$ cat config.mk
export PLATFORM = sky130hd
export DESIGN_NAME = trap_irq_ctrl
export DESIGN_NICKNAME = d
export VERILOG_FILES = /design/src/rtl/trap_irq_ctrl_pkg.sv /design/src/rtl/trap_irq_ctrl_arb.sv /design/src/rtl/trap_irq_ctrl.sv
export SDC_FILE = /design/constraint.sdc
export NUM_CORES = 1
export LEC_CHECK = 0
export CAP_MARGIN = 25
export CORE_MARGIN = 8
export CORE_UTILIZATION = 44
export DETAILED_ROUTE_END_ITERATION = 7
export GPL_ROUTABILITY_DRIVEN = 0
export PLACE_DENSITY = 0.77
export SLEW_MARGIN = 20
export SYNTH_ARGS = -nofsm -noshare
export SYNTH_HDL_FRONTEND = slang
export SYNTH_HIERARCHICAL = 1
export SYNTH_SLANG_ARGS = --single-unit
$ cat constraint.sdc
create_clock -name clk -period 4.4 [get_ports clk]
set_input_delay 0.66 -clock clk [delete_from_list [all_inputs] [get_ports clk]]
set_output_delay 0.66 -clock clk [all_outputs]
set_load 0.03 [all_outputs]
$ cat src/rtl/trap_irq_ctrl_pkg.sv
// Shared encodings for trap_irq_ctrl: FSM states, CSR addresses, mstatus/mip
// bit positions and interrupt cause codes.
package trap_irq_ctrl_pkg;

  localparam int XLEN_DEFAULT = 32;

  localparam logic [2:0] ST_IDLE       = 3'd0;
  localparam logic [2:0] ST_RUN        = 3'd1;
  localparam logic [2:0] ST_IRQ_DRAIN  = 3'd2;
  localparam logic [2:0] ST_IRQ_HANDLE = 3'd3;
  localparam logic [2:0] ST_FLUSH      = 3'd4;
  localparam logic [2:0] ST_DONE       = 3'd5;

  localparam logic [11:0] CSR_MSTATUS  = 12'h300;
  localparam logic [11:0] CSR_MIE      = 12'h304;
  localparam logic [11:0] CSR_MTVEC    = 12'h305;
  localparam logic [11:0] CSR_MSCRATCH = 12'h340;
  localparam logic [11:0] CSR_MEPC     = 12'h341;
  localparam logic [11:0] CSR_MCAUSE   = 12'h342;
  localparam logic [11:0] CSR_MIP      = 12'h344;

  localparam int MSTATUS_MIE_BIT  = 3;
  localparam int MSTATUS_MPIE_BIT = 7;

  localparam int MIP_MSIP_BIT  = 3;
  localparam int MIP_MTIP_BIT  = 7;
  localparam int MIP_MEIP_BIT  = 11;
  localparam int MIP_PLAT_BASE = 16;

  localparam int         CAUSE_W   = 5;
  localparam logic [4:0] CAUSE_MSI = 5'd3;
  localparam logic [4:0] CAUSE_MTI = 5'd7;
  localparam logic [4:0] CAUSE_MEI = 5'd11;

endpackage

$ cat src/rtl/trap_irq_ctrl_arb.sv
// irq_prio_arb: combinational fixed-priority encoder over pending interrupts.
// Order: external > software > timer > plat[0] > ... > plat[N-1].
module irq_prio_arb
  import trap_irq_ctrl_pkg::*;
#(
  parameter int XLEN         = XLEN_DEFAULT,
  parameter int NUM_PLAT_IRQ = 4
) (
  input  logic [XLEN-1:0]    pending,
  output logic               valid,
  output logic [CAUSE_W-1:0] code
);

  logic unused_pending;
  assign unused_pending = ^pending;

  // Lowest-priority sources are evaluated first so higher ones overwrite.
  always_comb begin
    valid = 1'b0;
    code  = '0;
    for (int i = NUM_PLAT_IRQ - 1; i >= 0; i--) begin
      if (pending[MIP_PLAT_BASE + i]) begin
        valid = 1'b1;
        code  = CAUSE_W'(MIP_PLAT_BASE + i);
      end
    end
    if (pending[MIP_MTIP_BIT]) begin
      valid = 1'b1;
      code  = CAUSE_MTI;
    end
    if (pending[MIP_MSIP_BIT]) begin
      valid = 1'b1;
      code  = CAUSE_MSI;
    end
    if (pending[MIP_MEIP_BIT]) begin
      valid = 1'b1;
      code  = CAUSE_MEI;
    end
  end

endmodule

$ cat src/rtl/trap_irq_ctrl.sv
// Machine-mode trap CSRs, interrupt arbitration and pipeline run-control FSM.
// Optional macro TRAP_VECTORED_MODE_EN enables vectored mtvec (mode 1).
//
// state         | meaning
// IDLE          | waiting for start_program
// RUN           | program executing, interrupts may be taken
// IRQ_DRAIN     | irq_prep raised, waiting for pipeline drain
// IRQ_HANDLE    | in trap handler, waiting for MRET
// FLUSH         | flush_o raised, CSRs reset, waiting for all_ready
// DONE          | program finished
module trap_irq_ctrl
  import trap_irq_ctrl_pkg::*;
#(
  parameter int              XLEN         = XLEN_DEFAULT,
  parameter int              NUM_PLAT_IRQ = 4,
  parameter logic [XLEN-1:0] MTVEC_RESET  = '0
) (
  input  logic                    clk,
  input  logic                    reset,
  input  logic [XLEN-1:0]         control_signal,
  input  logic                    end_condition,
  input  logic                    all_ready,
  input  logic                    ready_for_irq_handler,
  input  logic                    mret_inst,
  input  logic [XLEN-1:0]         resume_pc,
  input  logic                    timer_timeout,
  input  logic                    sw_irq,
  input  logic                    ext_irq,
  input  logic [NUM_PLAT_IRQ-1:0] plat_irq,
  input  logic                    write_csr,
  input  logic [11:0]             csr_wr_addr,
  input  logic [XLEN-1:0]         csr_wr_data,
  input  logic [11:0]             csr_rd_addr,
  output logic [XLEN-1:0]         csr_rd_data,
  output logic                    flush_o,
  output logic                    enable_design,
  output logic                    irq_prep,
  output logic [XLEN-1:0]         trap_vector,
  output logic [XLEN-1:0]         mepc_o,
  output logic                    program_finished
);

`ifdef TRAP_VECTORED_MODE_EN
  localparam logic [XLEN-1:0] MTVEC_INIT = MTVEC_RESET;
`else
  localparam logic [XLEN-1:0] MTVEC_INIT = {MTVEC_RESET[XLEN-1:2], 2'b00};
`endif

  logic [2:0]         state_q, state_d;
  logic [XLEN-1:0]    mip_q, mip_next, irq_mask, pending;
  logic [XLEN-1:0]    mie_q, mtvec_q, mscratch_q, mepc_q, mcause_q, mtvec_wr;
  logic               mstatus_mie_q, mstatus_mpie_q;
  logic [CAUSE_W-1:0] cause_q, arb_code;
  logic               arb_valid, take_irq, reset_req, start_req;
  logic               irq_latch, trap_entry, mret_ret, csr_clear;
  logic               unused_inputs;

  assign unused_inputs = ^{control_signal[XLEN-1:2], resume_pc[1:0]};
  assign reset_req     = control_signal[1];
  assign start_req     = control_signal[0];

  always_comb begin
    mip_next = '0;
    irq_mask = '0;
    mip_next[MIP_MEIP_BIT] = ext_irq;
    mip_next[MIP_MSIP_BIT] = sw_irq;
    mip_next[MIP_MTIP_BIT] = timer_timeout;
    irq_mask[MIP_MEIP_BIT] = 1'b1;
    irq_mask[MIP_MSIP_BIT] = 1'b1;
    irq_mask[MIP_MTIP_BIT] = 1'b1;
    for (int i = 0; i < NUM_PLAT_IRQ; i++) begin
      mip_next[MIP_PLAT_BASE + i] = plat_irq[i];
      irq_mask[MIP_PLAT_BASE + i] = 1'b1;
    end
  end

  assign pending = mip_q & mie_q;

  irq_prio_arb #(
    .XLEN         (XLEN),
    .NUM_PLAT_IRQ (NUM_PLAT_IRQ)
  ) u_arb (
    .pending (pending),
    .valid   (arb_valid),
    .code    (arb_code)
  );

  assign take_irq = (state_q == ST_RUN) && mstatus_mie_q && arb_valid;

  always_comb begin
    state_d = state_q;
    case (state_q)
      ST_IDLE:       if (reset_req) state_d = ST_FLUSH;
                     else if (start_req) state_d = ST_RUN;
      ST_RUN:        if (reset_req) state_d = ST_FLUSH;
                     else if (take_irq) state_d = ST_IRQ_DRAIN;
                     else if (end_condition) state_d = ST_DONE;
      ST_IRQ_DRAIN:  if (reset_req) state_d = ST_FLUSH;
                     else if (ready_for_irq_handler) state_d = ST_IRQ_HANDLE;
      ST_IRQ_HANDLE: if (reset_req) state_d = ST_FLUSH;
                     else if (mret_inst) state_d = ST_RUN;
      ST_FLUSH:      if (!reset_req && all_ready) state_d = ST_IDLE;
      ST_DONE:       if (reset_req) state_d = ST_FLUSH;
      default:       state_d = ST_IDLE;
    endcase
  end

  assign irq_latch  = (state_q == ST_RUN) && (state_d == ST_IRQ_DRAIN);
  assign trap_entry = (state_q == ST_IRQ_DRAIN) && (state_d == ST_IRQ_HANDLE);
  assign mret_ret   = (state_q == ST_IRQ_HANDLE) && (state_d == ST_RUN);
  assign csr_clear  = (state_d == ST_FLUSH) && (state_q != ST_FLUSH);

`ifdef TRAP_VECTORED_MODE_EN
  assign mtvec_wr = csr_wr_data;
`else
  assign mtvec_wr = {csr_wr_data[XLEN-1:2], 2'b00};
`endif

  always_ff @(posedge clk or posedge reset) begin
    if (reset) begin
      state_q        <= ST_IDLE;
      mip_q          <= '0;
      mie_q          <= '0;
      mtvec_q        <= MTVEC_INIT;
      mscratch_q     <= '0;
      mepc_q         <= '0;
      mcause_q       <= '0;
      mstatus_mie_q  <= 1'b0;
      mstatus_mpie_q <= 1'b0;
      cause_q        <= '0;
    end else begin
      state_q <= state_d;
      mip_q   <= mip_next;
      if (irq_latch) cause_q <= arb_code;
      if (csr_clear) begin
        mip_q          <= '0;
        mie_q          <= '0;
        mtvec_q        <= MTVEC_INIT;
        mscratch_q     <= '0;
        mepc_q         <= '0;
        mcause_q       <= '0;
        mstatus_mie_q  <= 1'b0;
        mstatus_mpie_q <= 1'b0;
        cause_q        <= '0;
      end else begin
        if (write_csr) begin
          case (csr_wr_addr)
            CSR_MSTATUS: begin
              mstatus_mie_q  <= csr_wr_data[MSTATUS_MIE_BIT];
              mstatus_mpie_q <= csr_wr_data[MSTATUS_MPIE_BIT];
            end
            CSR_MIE:      mie_q      <= csr_wr_data & irq_mask;
            CSR_MTVEC:    mtvec_q    <= mtvec_wr;
            CSR_MSCRATCH: mscratch_q <= csr_wr_data;
            CSR_MEPC:     mepc_q     <= {csr_wr_data[XLEN-1:2], 2'b00};
            CSR_MCAUSE:   mcause_q   <= csr_wr_data;
            default: ;
          endcase
        end
        // Hardware trap/return updates come last so they win over CSR writes.
        if (trap_entry) begin
          mepc_q         <= {resume_pc[XLEN-1:2], 2'b00};
          mcause_q       <= {1'b1, {(XLEN-1-CAUSE_W){1'b0}}, cause_q};
          mstatus_mpie_q <= mstatus_mie_q;
          mstatus_mie_q  <= 1'b0;
        end else if (mret_ret) begin
          mstatus_mie_q  <= mstatus_mpie_q;
          mstatus_mpie_q <= 1'b1;
        end
      end
    end
  end

  always_comb begin
    csr_rd_data = '0;
    case (csr_rd_addr)
      CSR_MSTATUS: begin
        csr_rd_data[MSTATUS_MIE_BIT]  = mstatus_mie_q;
        csr_rd_data[MSTATUS_MPIE_BIT] = mstatus_mpie_q;
      end
      CSR_MIE:      csr_rd_data = mie_q;
      CSR_MTVEC:    csr_rd_data = mtvec_q;
      CSR_MSCRATCH: csr_rd_data = mscratch_q;
      CSR_MEPC:     csr_rd_data = mepc_q;
      CSR_MCAUSE:   csr_rd_data = mcause_q;
      CSR_MIP:      csr_rd_data = mip_q;
      default: ;
    endcase
    if (write_csr && (csr_wr_addr == csr_rd_addr) && (csr_rd_addr != CSR_MIP))
      csr_rd_data = csr_wr_data;
  end

`ifdef TRAP_VECTORED_MODE_EN
  always_comb begin
    trap_vector = {mtvec_q[XLEN-1:2], 2'b00};
    if ((mtvec_q[1:0] == 2'b01) &&
        ((state_q == ST_IRQ_DRAIN) || (state_q == ST_IRQ_HANDLE)))
      trap_vector = {mtvec_q[XLEN-1:2], 2'b00} +
                    {{(XLEN-CAUSE_W-2){1'b0}}, cause_q, 2'b00};
  end
`else
  assign trap_vector = {mtvec_q[XLEN-1:2], 2'b00};
`endif

  assign flush_o          = (state_q == ST_FLUSH);
  assign enable_design    = (state_q != ST_IDLE);
  assign irq_prep         = (state_q == ST_IRQ_DRAIN);
  assign program_finished = (state_q == ST_DONE);
  assign mepc_o           = mepc_q;

endmodule

Word level (Yosys, flattened, before mapping) --
Index checks and enable logic that the tools add are counted.
Word-level totals: flip-flop bits (word level) 190, output and inout port bits 100, logic and storage cells 126, input port bits 134
Operators by class: equal/unequal tests 25, multiplexer cells 62, reductions and logical operators 28, bitwise logic cells 1
Operator list (count):
- 32-bit 2-to-1 mux | 18
- 12-bit by 10-bit == test with 1-bit output (second input constant) | 13
- 24-bit case mux with 6 select lines | 1
- 3-bit case mux with 6 select lines | 3
- 5-bit 2-to-1 mux | 9
- 3-bit 2-to-1 mux | 11
- 20-bit AND | 1
- 20-bit 2-to-1 mux | 1
- 1-bit 2-to-1 mux | 17
- 1-bit case mux with 7 select lines | 2
- 12-bit == test | 1
- 3-bit by 2-bit == test with 1-bit output (second input constant) | 4
- 12-bit by 10-bit != test with 1-bit output (second input constant) | 1
- 2-bit AND reduction | 6
- 3-bit nonzero test | 4
- 2-bit nonzero test | 5
- 3-bit == test (second input constant) | 3
- 1-bit logical AND | 9
- 4-bit nonzero test | 2
- 3-bit by 1-bit == test with 1-bit output (second input constant) | 2
- 3-bit logical NOT | 1
- 3-bit != test (second input constant) | 1
- 1-bit logical NOT | 1

Logic depth before layout (Yosys ltp) --
depth after elaboration 17, mapped depth 11, mapped depth without buffers 8

Modules after synthesis --
The synthesis kept the hierarchy.
By module, submodules not included:
- trap_irq_ctrl | times used 1, cells an instance 947, area an instance 8209.1 µm², seq. area each 3703.6 µm²
- irq_prio_arb | times used 1, cells an instance 11, area an instance 78.8 µm², seq. area each 0.0 µm²

Worst setup path after synthesis --
No wires, ideal clock.
kind in2out, from input port csr_rd_addr[6], to output port csr_rd_data[19], arrival 2622 ps, stages on the path 6, buffers on the path 1, required time 3740 ps, path slack 1118 ps, path through buf_2 > or4b_2 > nor2_1 > a221o_1 > nand2_1 > a221oi_1
On the way: word-level cells in the longest chain between the ends 4, elaborated cells between the ends (all ways) 12, those cells by class eq/ne: 8; mux: 2; reduce/logical: 2
Ends and longest elaborated chain:
- from (decl) | line trap_irq_ctrl.sv:33 | input logic [11:0] csr_rd_addr,
- parallel branches: the longest is 3 deep, another holds 24-bit case mux with 6 select lines
- 32-bit 2-to-1 mux (*) | line trap_irq_ctrl.sv:189 | if (write_csr && (csr_wr_addr == csr_rd_addr) && (csr_rd_addr != CSR_MIP))
- to (decl) | line trap_irq_ctrl.sv:34 | output logic [XLEN-1:0] csr_rd_data,
Mark *: on every way between the ends.

Worst setup path in the final report --
from input port csr_rd_addr[1], to output port csr_rd_data[20]
Same word-level chain as after synthesis.

==> results.tsv <==
stage	metric	value	unit
cells_and_area	fin cells	1367	
global_routing	total grt overflow	0	
placed_design	worst slack, placed	572.2	ps
job	Max Cap Viol	0	
detailed_routing	router iterations before antenna repair	7	
detailed_routing	Vias	8182	
cts	Clock transition at path regs	70	ps
critical_path	CP Cell Sequence	clkdlybuf4s50_1 -> xnor2_1 -> nand4_1 -> nor4_4 -> buf_4 -> or4_1 -> buf_4 -> o21ai_0 -> buf_4	
cts	Clock Tree Root	clkbuf_16	
sta	Peak Freq	259.0	MHz
critical_path	CP peak stage delay	720	ps
sta	Tmin final	3861	ps
sta	final setup TNS	0	ps
synth	Post-synth EDFFs	0	
synth	Gate Count Post-Synth	958	
synth	Seq/Total Area, Yosys	44.69	%
cells_and_area	Final #Nets	1253	
sta	Final Slew Violations	0	
sta	final hold violations	0	
detailed_routing	WL final	28840	µm
sta	RSZ-0062 raised after global routing	false	
cts	CTS max path bufs	2	
cts	CTS tree	done	
cts	Sink Count	148	
sta	slew of the pin with the lowest slew margin	1005	ps
critical_path	Slowest-stage cell, CP	clkdlybuf4s50_1	
detailed_routing	via density per instance	5.985	
detailed_routing	DR DRC count	0	
sta	slack of the critical path	539.4	ps
critical_path	crit start category	input port	
sta	WHS	474.7	ps
sta	fin crit share	87.74	%
cts	Post-CTS Setup Repair Bufs	0	
critical_path	worst path required time	3740	ps
sta	Setup Viol. Count Final	0	
cells_and_area	Design Area, Final	11010	µm²
synth	YS warnings	6	
cells_and_area	area delta synth->final	32.80	%
synth	Netlist Area Pre-Place	8288	µm²
cells_and_area	fillers	1577	
placed_design	hpwl dp	19630	µm
sta	clock skew	12.50	ps
floorplanning	CORE AREA	18580	µm²
cells_and_area	commonest cells after routing, fill and taps aside	241 x nand2_1, 165 x clkdlybuf4s50_1, 148 x dfrtp_1	
cts	Num CTS Buffers	17	
global_routing	All-Layer GR Usage	24.08	%
placed_design	DP Area	10430	µm²
cells_and_area	post-layout util	59.24	%
detailed_routing	1st-iter DRT viols	805	
critical_path	most used cell, CP	buf_4	
global_routing	global-route wire length before repair	45060	µm
critical_path	Crit Path Max Fanout	19	
critical_path	arrival time at the worst endpoint	3200	ps
placed_design	# placed instances	1334	
cts	# resized after CTS	0	
cts	worst skew pair latency	430	ps
critical_path	Setup CP Type	input port to output pin	
pwr	pwr dens	288.0	nW/µm²
detailed_routing	routed wire length per instance	21.10	µm
synth	syn avg cell area	8.651	µm²
worst_hold_path	worst hold path type	register to register	
global_routing	antenna violations before repair	2	
cts	H-tree depth	4	
cts	# hold bufs at CTS	0	
critical_path	Critical Path End Type	output pin	
floorplanning	Initial Utilization	44.61	%
global_routing	largest net degree at the start of global routing	149	
placed_design	Port Buffers	197	
synth	synthesis-stage register bit count	148	
cells_and_area	commonest non-fill, non-tap cell in the layout	nand2_1	
floorplanning	Die X	153.2	µm
floorplanning	Row Count	50	
pwr	post-layout power	3.170	mW
pwr	Leak	4.328	nW
synth	ys flop type	dfrtp_1	
floorplanning	die footprint	23480	µm²
outcome	status	completed	
synth	ys async rst share	100.0	%
synth	Netlist cell types	55	
sta	Slew HR	32.52	%
cells_and_area	share of cells above drive strength 1	10.43	%
pwr	Max VDD drop	293.7	µV
detailed_routing	Routed Antenna Nets	0	
global_routing	vias in the first global route	8307	
floorplanning	# IOs	234	
floorplanning	chip height	153.2	µm
[cell families after synthesis]
logic type,count (synthesis),share of synthesized area [%]
buf+inv,95,5.374
compound gates,263,20.77
other cells,1,0.04525
xor+xnor,12,1.268
flops,148,44.69
mux,54,6.522
simple gates,385,21.33
[layer usage]
| metal | global-route usage (%) | routed length [µm] | up-vias |
|---|---|---|---|
| met4 | 9.095 | 773 | 0 |
| met3 | 7.387 | 2852 | 66 |
| met2 | 38.57 | 13650 | 448 |
| met5 | 0 | 0 | - |
| li1 | - | - | 3704 |
| met1 | 30.03 | 11560 | 3964 |
[power breakdown]
part,total [mW],leakage (nW),switching [mW],internal [mW]
Combinational,0.356,1.99,0.221,0.136
Clock,1.43,0.282,0.586,0.844
Sequential,1.38,2.05,0.0115,1.37
Total,3.17,4.33,0.818,2.35
[final timing paths]
path / from / end / slack, ps / depth (start not counted)
max: csr_rd_addr[1] / csr_rd_data[20] / 540 / 9
min: cause_q[1]$_DFFE_PP0P_ / mcause_q[1]$_DFFE_PP0P_ / 470 / 2
max reg2reg: mie_q[17]$_DFFE_PP0P_ / mepc_o[6]$_DFFE_PP0P_ / 1570 / 8
min reg2reg: cause_q[1]$_DFFE_PP0P_ / mcause_q[1]$_DFFE_PP0P_ / 470 / 2
max in group asynchronous: reset / mcause_q[11]$_DFFE_PP0P_ / 3000 / 3
min in group asynchronous: reset / mscratch_q[0]$_DFFE_PP0P_ / 820 / 3
[cells in the mapped netlist (2+ instances only)]
cell type / n / area (µm²)
a211oi_1: 3 / 22.52
a21boi_0: 2 / 15.01
a21oi_1: 91 / 455.4
a221o_1: 5 / 50.05
a221oi_1: 5 / 43.79
a22o_1: 7 / 61.31
a22oi_1: 46 / 345.3
a31o_2: 2 / 17.52
and2_1: 10 / 62.56
and3_1: 6 / 37.54
buf_1: 2 / 7.510
buf_2: 35 / 175.2
buf_4: 9 / 67.56
clkbuf_1: 42 / 157.7
dfrtp_1: 148 / 3704
inv_1: 5 / 18.77
mux2i_1: 54 / 540.5
nand2_1: 241 / 904.6
nand2b_1: 4 / 25.02
nand3_1: 30 / 150.1
nand3b_1: 2 / 15.01
nand4_1: 4 / 25.02
nor2_1: 38 / 142.6
nor2b_1: 15 / 93.84
nor3_1: 3 / 15.01
nor3b_1: 5 / 37.54
nor4_1: 3 / 18.77
nor4_2: 3 / 37.54
o21ai_0: 27 / 135.1
o21ai_1: 10 / 50.05
o21bai_1: 2 / 15.01
o2bb2ai_1: 19 / 166.4
o31ai_1: 40 / 300.3
or3_1: 4 / 25.02
or4_1: 5 / 37.54
xnor2_1: 12 / 105.1
[flip-flops by register name, summed over array words and instances (netlist names)]
signal          flops
mstatus_mie_q       1
mscratch_q         32
mepc_o             30
mtvec_q            30
mstatus_mpie_q      1
cause_q             5
mip_q               7
mie_q               7
mcause_q           32
state_q             3
[final cells by class]
class	count	area (µm²)	share of cell area [%]
Clock buffer	18	439.2	3.990
Antenna cell	2	5.005	0.04547
Tap cell	234	292.8	2.660
Multi-Input combinational cell	718	4207	38.22
Sequential cell	148	3704	33.65
Inverter	5	22.52	0.2046
Timing Repair Buffer	229	2202	20.01
Clock inverter	13	135.1	1.228
[critical path: cells and delay by family]
kind	cells	cell delay [ps]
AND/OR/NAND/NOR	3	710
buffers and inverters	4	1370
AO/OA/AOI/OAI	1	290
XOR/XNOR	1	170
Note: power is estimated with default switching activity, not from simulation.
